### config.mk
export PLATFORM = sky130hd
export DESIGN_NAME = bmp_frame_writer
export DESIGN_NICKNAME = d
export VERILOG_FILES = /design/src/rtl/bmp_frame_writer.sv
export SDC_FILE = /design/constraint.sdc
export NUM_CORES = 1
export LEC_CHECK = 0
export ABC_AREA = 1
export BUFFER_PORTS_ARGS = -buffer_cell sky130_fd_sc_hd__buf_4
export CORE_AREA = 2 2 231 233
export CTS_BUF_LIST = sky130_fd_sc_hd__clkbuf_8
export CTS_CLUSTER_DIAMETER = 40
export CTS_CLUSTER_SIZE = 10
export DETAILED_ROUTE_END_ITERATION = 10
export DIE_AREA = 0 0 233 235
export GPL_TIMING_DRIVEN = 0
export PLACE_DENSITY = 0.44
export SLEW_MARGIN = 25
export SYNTH_ARGS = -nofsm -noshare
export SYNTH_HDL_FRONTEND = slang
export SYNTH_SLANG_ARGS = --single-unit
### constraint.sdc
create_clock -name clk -period 4.95 [get_ports clk]
set_input_delay 0.99 -clock clk [delete_from_list [all_inputs] [get_ports clk]]
set_output_delay 0.99 -clock clk [all_outputs]
set_load 0.01 [all_outputs]
### src/rtl/bmp_frame_writer.sv
// Rebuilds a 24-bit BMP image from a two-pixel-per-clock RGB stream: 54-byte header
// first, then pixel rows written bottom-up in file order through a 48-bit byte-addressed port.
module bmp_frame_writer #(
    parameter int WIDTH      = 768,
    parameter int HEIGHT     = 512,
    parameter int ADDR_WIDTH = 21
) (
    input  logic                  clk,
    input  logic                  rst,
    input  logic                  V_sync,
    input  logic                  H_sync,
    input  logic [7:0]            red_0,
    input  logic [7:0]            green_0,
    input  logic [7:0]            blue_0,
    input  logic [7:0]            red_1,
    input  logic [7:0]            green_1,
    input  logic [7:0]            blue_1,
    output logic                  wr_en,
    output logic [ADDR_WIDTH-1:0] wr_addr,
    output logic [47:0]           wr_data,
    output logic                  frame_done,
    output logic                  overrun
);
    typedef enum logic [1:0] {IDLE, HEADER, DATA, DONE} state_t;

    localparam logic [31:0] IMG_SIZE  = 32'(WIDTH * HEIGHT * 3);
    localparam logic [31:0] FILE_SIZE = IMG_SIZE + 32'd54;
    localparam logic [31:0] W32       = 32'(WIDTH);
    localparam logic [31:0] H32       = 32'(HEIGHT);

    localparam logic [ADDR_WIDTH-1:0] HDR_BYTES = ADDR_WIDTH'(54);
    localparam logic [ADDR_WIDTH-1:0] ROW_BYTES = ADDR_WIDTH'(WIDTH * 3);
    localparam logic [ADDR_WIDTH-1:0] LAST_ROW  = ADDR_WIDTH'(HEIGHT - 1);
    localparam logic [ADDR_WIDTH-1:0] LAST_COL  = ADDR_WIDTH'(WIDTH - 2);
    localparam logic [ADDR_WIDTH-1:0] LAST_BEAT = ADDR_WIDTH'(WIDTH * HEIGHT / 2 - 1);

    function automatic logic [7:0] hdr_byte(input int i);
        logic [7:0] b;
        b = 8'h00;
        if (i == 0)                 b = 8'h42;
        else if (i == 1)            b = 8'h4D;
        else if (i >= 2 && i <= 5)  b = 8'(FILE_SIZE >> (8 * (i - 2)));
        else if (i == 10)           b = 8'd54;
        else if (i == 14)           b = 8'd40;
        else if (i >= 18 && i <= 21) b = 8'(W32 >> (8 * (i - 18)));
        else if (i >= 22 && i <= 25) b = 8'(H32 >> (8 * (i - 22)));
        else if (i == 26)           b = 8'd1;
        else if (i == 28)           b = 8'd24;
        else if (i >= 34 && i <= 37) b = 8'(IMG_SIZE >> (8 * (i - 34)));
        return b;
    endfunction

    function automatic logic [47:0] hdr_word(input logic [3:0] h);
        logic [47:0] w;
        w = '0;
        for (int k = 0; k < 6; k++) w[8*k +: 8] = hdr_byte(6 * int'(h) + k);
        return w;
    endfunction

    state_t                  state_q;
    logic                    vsync_q;
    logic [3:0]              hidx_q;
    logic [ADDR_WIDTH-1:0]   row_q, col_q, beat_q;
    logic                    vld_p0, last_p0;
    logic [ADDR_WIDTH-1:0]   pix_addr_p0, pix_addr_d;
    logic [47:0]             pix_data_p0, pix_data_d;
    logic                    rise, accept;

    // A restart edge takes priority over any beat arriving in the same cycle.
    assign rise   = V_sync & ~vsync_q;
    assign accept = H_sync & ~rise & (state_q == DATA);

    always_comb begin
        pix_addr_d = HDR_BYTES + ROW_BYTES * (LAST_ROW - row_q) + ADDR_WIDTH'(3) * col_q;
        pix_data_d = {blue_1, green_1, red_1, blue_0, green_0, red_0};
    end

    // Stage p0: captured pixel word and its file address
    always_ff @(posedge clk) begin
        if (accept) begin
            pix_addr_p0 <= pix_addr_d;
            pix_data_p0 <= pix_data_d;
        end
    end

    always_ff @(posedge clk or posedge rst) begin
        if (rst) begin
            state_q    <= IDLE;
            vsync_q    <= 1'b0;
            hidx_q     <= '0;
            row_q      <= '0;
            col_q      <= '0;
            beat_q     <= '0;
            vld_p0     <= 1'b0;
            last_p0    <= 1'b0;
            wr_en      <= 1'b0;
            wr_addr    <= '0;
            wr_data    <= '0;
            frame_done <= 1'b0;
            overrun    <= 1'b0;
        end else begin
            vsync_q <= V_sync;
            wr_en   <= 1'b0;
            vld_p0  <= accept;
            last_p0 <= accept && (beat_q == LAST_BEAT);
            // Output stage: drain the word captured in p0
            if (vld_p0) begin
                wr_en   <= 1'b1;
                wr_addr <= pix_addr_p0;
                wr_data <= pix_data_p0;
                if (last_p0) frame_done <= 1'b1;
            end
            if (rise) begin
                state_q    <= HEADER;
                hidx_q     <= '0;
                row_q      <= '0;
                col_q      <= '0;
                beat_q     <= '0;
                frame_done <= 1'b0;
                overrun    <= 1'b0;
            end else begin
                case (state_q)
                    HEADER: begin
                        wr_en   <= 1'b1;
                        wr_addr <= ADDR_WIDTH'(6) * ADDR_WIDTH'(hidx_q);
                        wr_data <= hdr_word(hidx_q);
                        hidx_q  <= hidx_q + 4'd1;
                        if (hidx_q == 4'd8) state_q <= DATA;
                        if (H_sync) overrun <= 1'b1;
                    end
                    DATA: begin
                        if (H_sync) begin
                            beat_q <= beat_q + 1'b1;
                            if (beat_q == LAST_BEAT) begin
                                state_q <= DONE;
                                row_q   <= '0;
                                col_q   <= '0;
                            end else if (col_q == LAST_COL) begin
                                col_q <= '0;
                                row_q <= row_q + 1'b1;
                            end else begin
                                col_q <= col_q + ADDR_WIDTH'(2);
                            end
                        end
                    end
                    DONE: begin
                        if (H_sync) overrun <= 1'b1;
                    end
                    default: ;
                endcase
            end
        end
    end
endmodule
==> results of run 1 <==
[cell families (layout without fill, tap and decap cells)]
| group | count (synthesis) | count (layout) | synth area share, % |
|---|---|---|---|
| simple gates | 758 | 758 | 26.90 |
| buf+inv | 256 | 468 | 7.912 |
| flops | 203 | 203 | 42.05 |
| compound gates | 192 | 192 | 8.368 |
| fa+ha+maj | 110 | 110 | 11.55 |
| xor+xnor | 43 | 43 | 2.980 |
| mux | 3 | 3 | 0.2330 |
[layout by cell type (no fill, tap or decap), types with 6 or more instances in the layout]
cell type   count
buf_4         124
buf_2           6
xnor2_1        12
o21ai_1        11
a31oi_1        11
fa_1           15
nor2_4          6
clkbuf_1       20
nor2_1        109
dfrtp_1       135
nand2_1       423
bufinv_16       6
o21ai_0        48
buf_6           6
nand3b_1        6
inv_2          16
a21oi_1        92
nand4_1        28
clkbuf_8       51
clkinvlp_4     10
nand2_4        12
clkinv_1        6
ha_1           95
edfxtp_1       68
nand3_1        78
nand2_2        21
nor2_2         16
nor3_1         36
inv_1         204
xor2_1         30
[flip-flops by register name, summed over array words and instances (netlist names), 2 cells and up]
signal and count:
pix_data_p0 48, col_q 20, hidx_q 4, row_q 13
wr_data 48, state_q 2, wr_addr 21, pix_addr_p0 20
beat_q 21
[layout make-up]
cell class	count	share of cell area (%)
Inverter	218	5.222
Timing Repair Buffer	128	6.610
Buffer	38	1.254
Clock inverter	33	2.185
Tap cell	688	5.427
Sequential cell	203	34.17
Clock buffer	51	4.425
Multi-Input combinational cell	1106	40.70
[where the power goes]
group | switching [mW] | internal [mW]
registers | 0.276 | 2.29
clock network | 0.880 | 1.28
logic | 3.04 | 1.67
[per-stage QoR]
| stage | total power, mW | hold WS (ps) |
|---|---|---|
| 3_5_place_dp | 7.356 | 493.9 |
| 6_report | 9.444 | 403.7 |
| 5_1_grt | 10.32 | 406.8 |
| 2_1_floorplan | 5.645 | 467.6 |
| 3_3_place_gp | 7.327 | 487.0 |
| 4_1_cts | 9.609 | 374.7 |
[layer usage]
metal  GRT usage (%)  part of all wire, %  up-vias
li1                -                    -     5451
met1           18.35                   45     5146
met2           24.27                   48      208
met3           3.216                  5.3       62
met4           4.130                  2.2        2
met5               0                0.021        -
[final timing paths]
| kind | start | to | slack [ps] |
|---|---|---|---|
| hold reg to reg | beat_q[0] | beat_q[0] | 500 |
| setup / recovery | row_q[4] | pix_addr_p0[19] | 380 |
| setup reg to reg | row_q[4] | pix_addr_p0[19] | 380 |
| min in group clk | beat_q[0] | beat_q[0] | 500 |
| max in group asynchronous | rst | wr_data[23] | 3740 |
| hold / removal | rst | row_q[12] | 400 |
==> results.txt, run 1 <==
----------------------------------------------------
[CTS]
  Sinks on the clock net ... 203
  Maximum number of buffers from clock root to sink ... 3
  Max H-tree Level ... 2
  Clock Root Buffer ... clkbuf_8
  Quantity of hold-fixing buffers added after cts ... 0
  TritonCTS clock tree ... yes
  Buffer count from post-CTS setup fixing ... 0
  Clock transition time at the flip-flop clock pins of the worst setup and hold paths ... ~60 ps
  TritonCTS buffer count ... 45
  Clock Latency Late Sink ... 600 ps
  Count of cells resized by post-cts repair ... 0

[Cells and area]
  Area of combinational cells with multiple inputs ... 6456 µm²
  Sequential cell area ... 5420 µm²
  Fraction of final layout cells sized beyond drive strength 1 ... ~17%
  Final standard cell count with taps included and fillers excluded ... 2465
  Final std cell area, no fill ... 15860 µm²
  Final cell utilization of the core ... a little under a third
  Ant. Diodes ... 0
  Final layout net count ... ~1900
  Area added between synthesis and finish ... 23.07%
  Layout filler cell count ... 5626

[Power]
  Max IR drop VDD ... 0.1828 mV
  Power density over cell area ... 595.4 nW/µm²
  Leakage component of the power ... roughly 7.8 nW

[Drt]
  DRC violation count after routing ... 0
  Starting DRC count in detailed routing ... roughly 570
  Post-route antenna net violation count ... 0
  Number of vias after detailed routing ... 10869
  Total routed wirelength ... slightly below 40000 µm
  Average wire length per cell after detail routing ... 15.73 µm
  Via/cell ratio ... 4.409
  Drt first pass iters ... 4

[Placement]
  Number of buffers added on ports ... 123
  Placed insts ... 2381
  Placed inst area ... 14810 µm²
  Detailed placement HPWL ... a little under 30000 µm
  Global placement routability congestion ... between 0.8 and 0.9
  Minimum setup slack after placement ... approximately 390 ps

[STA]
  Slew Viols, Final ... 0
  Transition at the pin with the smallest max-transition slack ... 898.1 ps
  Highest attainable clock frequency ... 0.2189 GHz
  Unrepaired setup endpoints after global routing ... false
  Period minus WS final ... 4569 ps
  Setup slack of the critical path after layout ... 381.4 ps
  Post-Route Setup TNS ... 0 ps
  Final worst path period share ... about 92%
  Maximum clock skew at final layout ... 35.20 ps
  Hold Violations, Final ... 0
  Final number of setup-violating endpoints ... 0
  Slew headroom ... roughly two fifths

[Global route]
  Via count of the first global-routing pass ... 11145
  Maximum number of pins on one net before global-route repair ... 85
  Total routing usage reported by global routing ... between 10% and 20%
  Number of antenna violations at the first check in global routing ... 1
  Global-route wire length before repair ... about 62000 µm
  Remaining global-route overflow ... 0

[Synth]
  Cell taking the most area after synthesis ... dfrtp_1
  Nets in the synthesized netlist ... 1727
  Netlist Area Pre-Place ... 12890 µm²
  Library cells used by synthesis ... 59
  Top cells by count, synth ... 423 x nand2_1, 199 x inv_1, 135 x dfrtp_1
  Post-synth top flop ... dfrtp_1
  Async set or reset register ratio after synthesis ... approximately two thirds
  Average size of a mapped cell ... 8.236 µm²
  Sequential-to-total area share from yosys stat ... 42.05%
  Post-synthesis sequential element count ... 203
  Count of synthesis-stage warnings from yosys ... 0
  Most common cell in the netlist ... nand2_1
  Top cell type's share of synthesized area ... roughly a quarter
  Synth top area cells ... dfrtp_1 26%, edfxtp_1 16%, nand2_1 12%, ha_1 9.2%, inv_1 5.8%
  Count of flip-flops with a built-in enable after synthesis ... just under 70
  Post-Synthesis Cells ... 1565

[Worst setup path]
  Type of element launching the critical path ... flop
  Critical Path RT ... 5280 ps
  CP Class ... flop to flop
  Buf/Inv on CP ... 4
  Slowest cell on the critical path ... fa_1
  Top fanout value on the critical path ... 6
  Number of cells traversed by the worst register-to-register path ... 18
  Critical-path cell list ... inv_1 -> ha_1 -> ha_1 -> inv_1 -> fa_1 -> o21ai_0 -> a21oi_1 -> o21ai_0 -> xnor2_1 -> fa_1 -> inv_1 -> ha_1 -> inv_1 -> nor3_1 -> nor3b_1 -> nand4_1 -> nand3_1 -> xor2_1
  Largest incremental delay on the critical path ... 490 ps
  Cell family with the largest share of critical-path delay ... adder cells
  Number of logic stages on the critical path including buffering ... 18
  Crit path arrival time ... 4900 ps
  Kind of end point of the critical path ... flop
  Most repeated library cell on the critical path ... inv_1

[Die]
  Die Footprint ... 54760 µm²
  Die Span X ... 233 µm
  DIE HEIGHT ... 235 µm
  Number of top-level pins ... 124
  CORE AREA ... 52240 µm²
  Initial Utilization ... 24.67%
  Total number of placement rows ... 84

[Job]
  Max_cap viols ... 0

[Hold path]
  Class of the most critical hold timing path ... input pin to async pin

[Run status]
  Status ... finished clean

----------------------------------------------------
Power figures use the tool's default switching activity.
==> run 2: changes to the inputs <==
--- a/config.mk
+++ b/config.mk
@@ -12,3 +12,2 @@
 export CTS_CLUSTER_DIAMETER = 40
-export CTS_CLUSTER_SIZE = 10
 export DETAILED_ROUTE_END_ITERATION = 10
==> constraint.sdc (replaced) <==
create_clock -name clk -period 4.95 [get_ports clk]
set_input_delay 0.2475 -clock clk [delete_from_list [all_inputs] [get_ports clk]]
set_output_delay 0.2475 -clock clk [all_outputs]
set_load 0.01 [all_outputs]
==> run 2 against run 1 <==
Against the previous run:
- power is 0.96% higher
- global-route usage is 0.081 points higher
- register-to-register slack hardly changed
- critical path depth stayed put
- sequential cell count stayed put
- clock skew is 2.9 ps lower
- combinational power hardly changed
- critical path type unchanged
==> results.txt, run 2 (synthesized netlist as in run 1, its figures left out) <==
----------------------------------------------------
[Global route]
  Grt peak-use layer ... met2
  Number of antenna violations at the first check in global routing ... 1
  Met3 capacity usage during global routing ... 2.852%
  Maximum number of pins on one net before global-route repair ... 85
  Remaining global-route overflow ... 0
  Met1 Track Usage GR ... approximately 18%
  Via count of the first global-routing pass ... 11406
  Total routing usage reported by global routing ... 14.48%
  Met2 layer usage reported by global route ... approximately 25%
  Global-route wire length before repair ... 62640 µm

[Die]
  Total number of placement rows ... between 80 and 90
  Die Footprint ... 54760 µm²
  Number of top-level pins ... 124
  Die Span X ... 233 µm
  DIE HEIGHT ... ~240 µm
  Initial Utilization ... 24.67%
  CORE AREA ... between 50000 and 60000 µm²

[Power]
  Comb power frac ... roughly half
  Power density over cell area ... around 580 nW/µm²
  Max IR drop VDD ... roughly 0.18 mV
  Post-layout total power ... 9.535 mW
  Internal power contribution ... 5.335 mW
  Sw frac ... between 40 and 50%
  Sequential fraction of design power ... 26.9%
  Net load switching power ... 4.200 mW
  Leakage component of the power ... 8.093 nW
  Part of the power in the clock network ... 23.3%

[Placement]
  Minimum setup slack after placement ... 392.9 ps
  Detailed placement HPWL ... 29170 µm
  Global placement routability congestion ... 0.8980
  Number of buffers added on ports ... 123

[CTS]
  Clock Latency Late Sink ... 610 ps
  Clock Root Buffer ... clkbuf_8
  Maximum number of buffers from clock root to sink ... 3
  Count of cells resized by post-cts repair ... 0
  TritonCTS clock tree ... yes
  Clock transition time at the flip-flop clock pins of the worst setup and hold paths ... approximately 60 ps
  Sinks on the clock net ... 203
  TritonCTS buffer count ... 48
  Max H-tree Level ... 2

[Cells and area]
  Most frequent cells in the layout ... 423 x nand2_1, 209 x inv_1, 135 x dfrtp_1, 124 x buf_4, 109 x nor2_1
  Final layout net count ... 1956
  Area added between synthesis and finish ... 27.32%
  Most common cell after layout, fill and taps aside ... nand2_1
  Ant. Diodes ... 0
  Final cell utilization of the core ... 31.41%
  Largest regs ... pix_data_p0: 48 flops, wr_data: 48 flops
  Fraction of final layout cells sized beyond drive strength 1 ... 16.85%

[STA]
  Maximum clock skew at final layout ... 32.34 ps
  Final number of setup-violating endpoints ... 0
  Slew headroom ... between 30% and 40%
  Transition at the pin with the smallest max-transition slack ... 935.8 ps
  Final worst path period share ... 92.52%
  Highest attainable clock frequency ... 0.2184 GHz
  Unrepaired setup endpoints after global routing ... false
  Setup slack of the critical path after layout ... around 370 ps
  Period minus WS final ... 4580 ps
  Post-Route Setup TNS ... 0 ps
  Hold Violations, Final ... 0
  Slew Viols, Final ... 0

[Drt]
  Total routed wirelength ... 39020 µm
  Via/cell ratio ... approximately 4.4
  DRC violation count after routing ... 0
  Average wire length per cell after detail routing ... around 15 µm
  Number of vias after detailed routing ... 11055
  Starting DRC count in detailed routing ... ~520
  Drt first pass iters ... 4
  Post-route antenna net violation count ... 0

[Worst setup path]
  Worst setup path startpoint ... row_q[4]
  Critical Path RT ... ~5300 ps
  Kind of end point of the critical path ... flop
  Type of element launching the critical path ... flop
  Top fanout value on the critical path ... 6
  Crit Reg-Reg Startpoint ... row_q[4]
  Crit path arrival time ... 4910 ps
  Number of cells traversed by the worst register-to-register path ... 18
  CP Class ... flop to flop

[Run status]
  Status ... finished clean

[Job]
  Max_cap viols ... 0

[Hold path]
  Class of the most critical hold timing path ... input pin to async pin

----------------------------------------------------
run 2: cell count changes in the layout (fill, tap and decap cells not counted), sizes merged:
cell	delta
dlygate4sd3	+51
clkinv	+4
clkinvlp	-3
inv	+3
bufinv	+1
clkbuf	+1
run 2: area by class of cell:
type                       instances  area, µm²
buffer                            38      198.9
inverter                         218      828.3
clock inverter                    38      370.4
timing repair buffer             179       1559
tap                              688      860.8
fill                            5562      35830
sequential                       203       5420
clock buffer                      52      715.7
multi-input combinational       1106       6456
run 2: what timing repair did:
action | 4_1_cts | 5_1_grt
setup buffers | 0 | 0
endpoints found under the hold margin | 101 | 0
hold buffers | 51 | 0
run 2: metrics by stage:
| stage | area [µm²] | std cells | hold slack (ps) |
|---|---|---|---|
| floorplan | 12890 | 1565 | 278.9 |
| global placement | 14670 | 2376 | 369.9 |
| detailed placement | 14810 | 2381 | 301.3 |
| CTS | 16410 | 2522 | 174.0 |
| global route | 16410 | 2522 | 220.7 |
| finish | 16410 | 2522 | 205.9 |
run 2: power by group through the flow:
stage | clock network [mW] | logic, mW | registers, mW
detailed placement | 0 | 4.76 | 2.60
floorplan | 0 | 2.99 | 2.65
finish | 2.22 | 4.75 | 2.57
global route | 2.37 | 5.41 | 2.62
CTS | 2.30 | 4.82 | 2.58
global placement | 0 | 4.71 | 2.62
run 2: routing by layer:
layer / wire, µm / up-vias
met5: 13 / -
met4: 913 / 2
met3: 1788 / 59
met2: 18600 / 210
met1: 17700 / 5226
li1: - / 5558
run 2: worst paths after layout:
path	endpoint	slack, ps
setup / recovery	pix_addr_p0[19]	370
hold / removal	row_q[12]	210
setup reg to reg	pix_addr_p0[19]	370
hold reg to reg	beat_q[0]	500
max in group asynchronous	wr_data[23]	3920
min in group clk	vsync_q	320
run 2: critical path, stage by stage, from the launching register on:
cell,delay [ps]
dfrtp_1,420
inv_1,150
ha_1,310
ha_1,180
inv_1,60
fa_1,390
o21ai_0,380
a21oi_1,110
o21ai_0,220
xnor2_1,150
fa_1,500
inv_1,40
ha_1,350
inv_1,110
nor3_1,270
nor3b_1,360
nand4_1,140
nand3_1,120
xor2_1,70
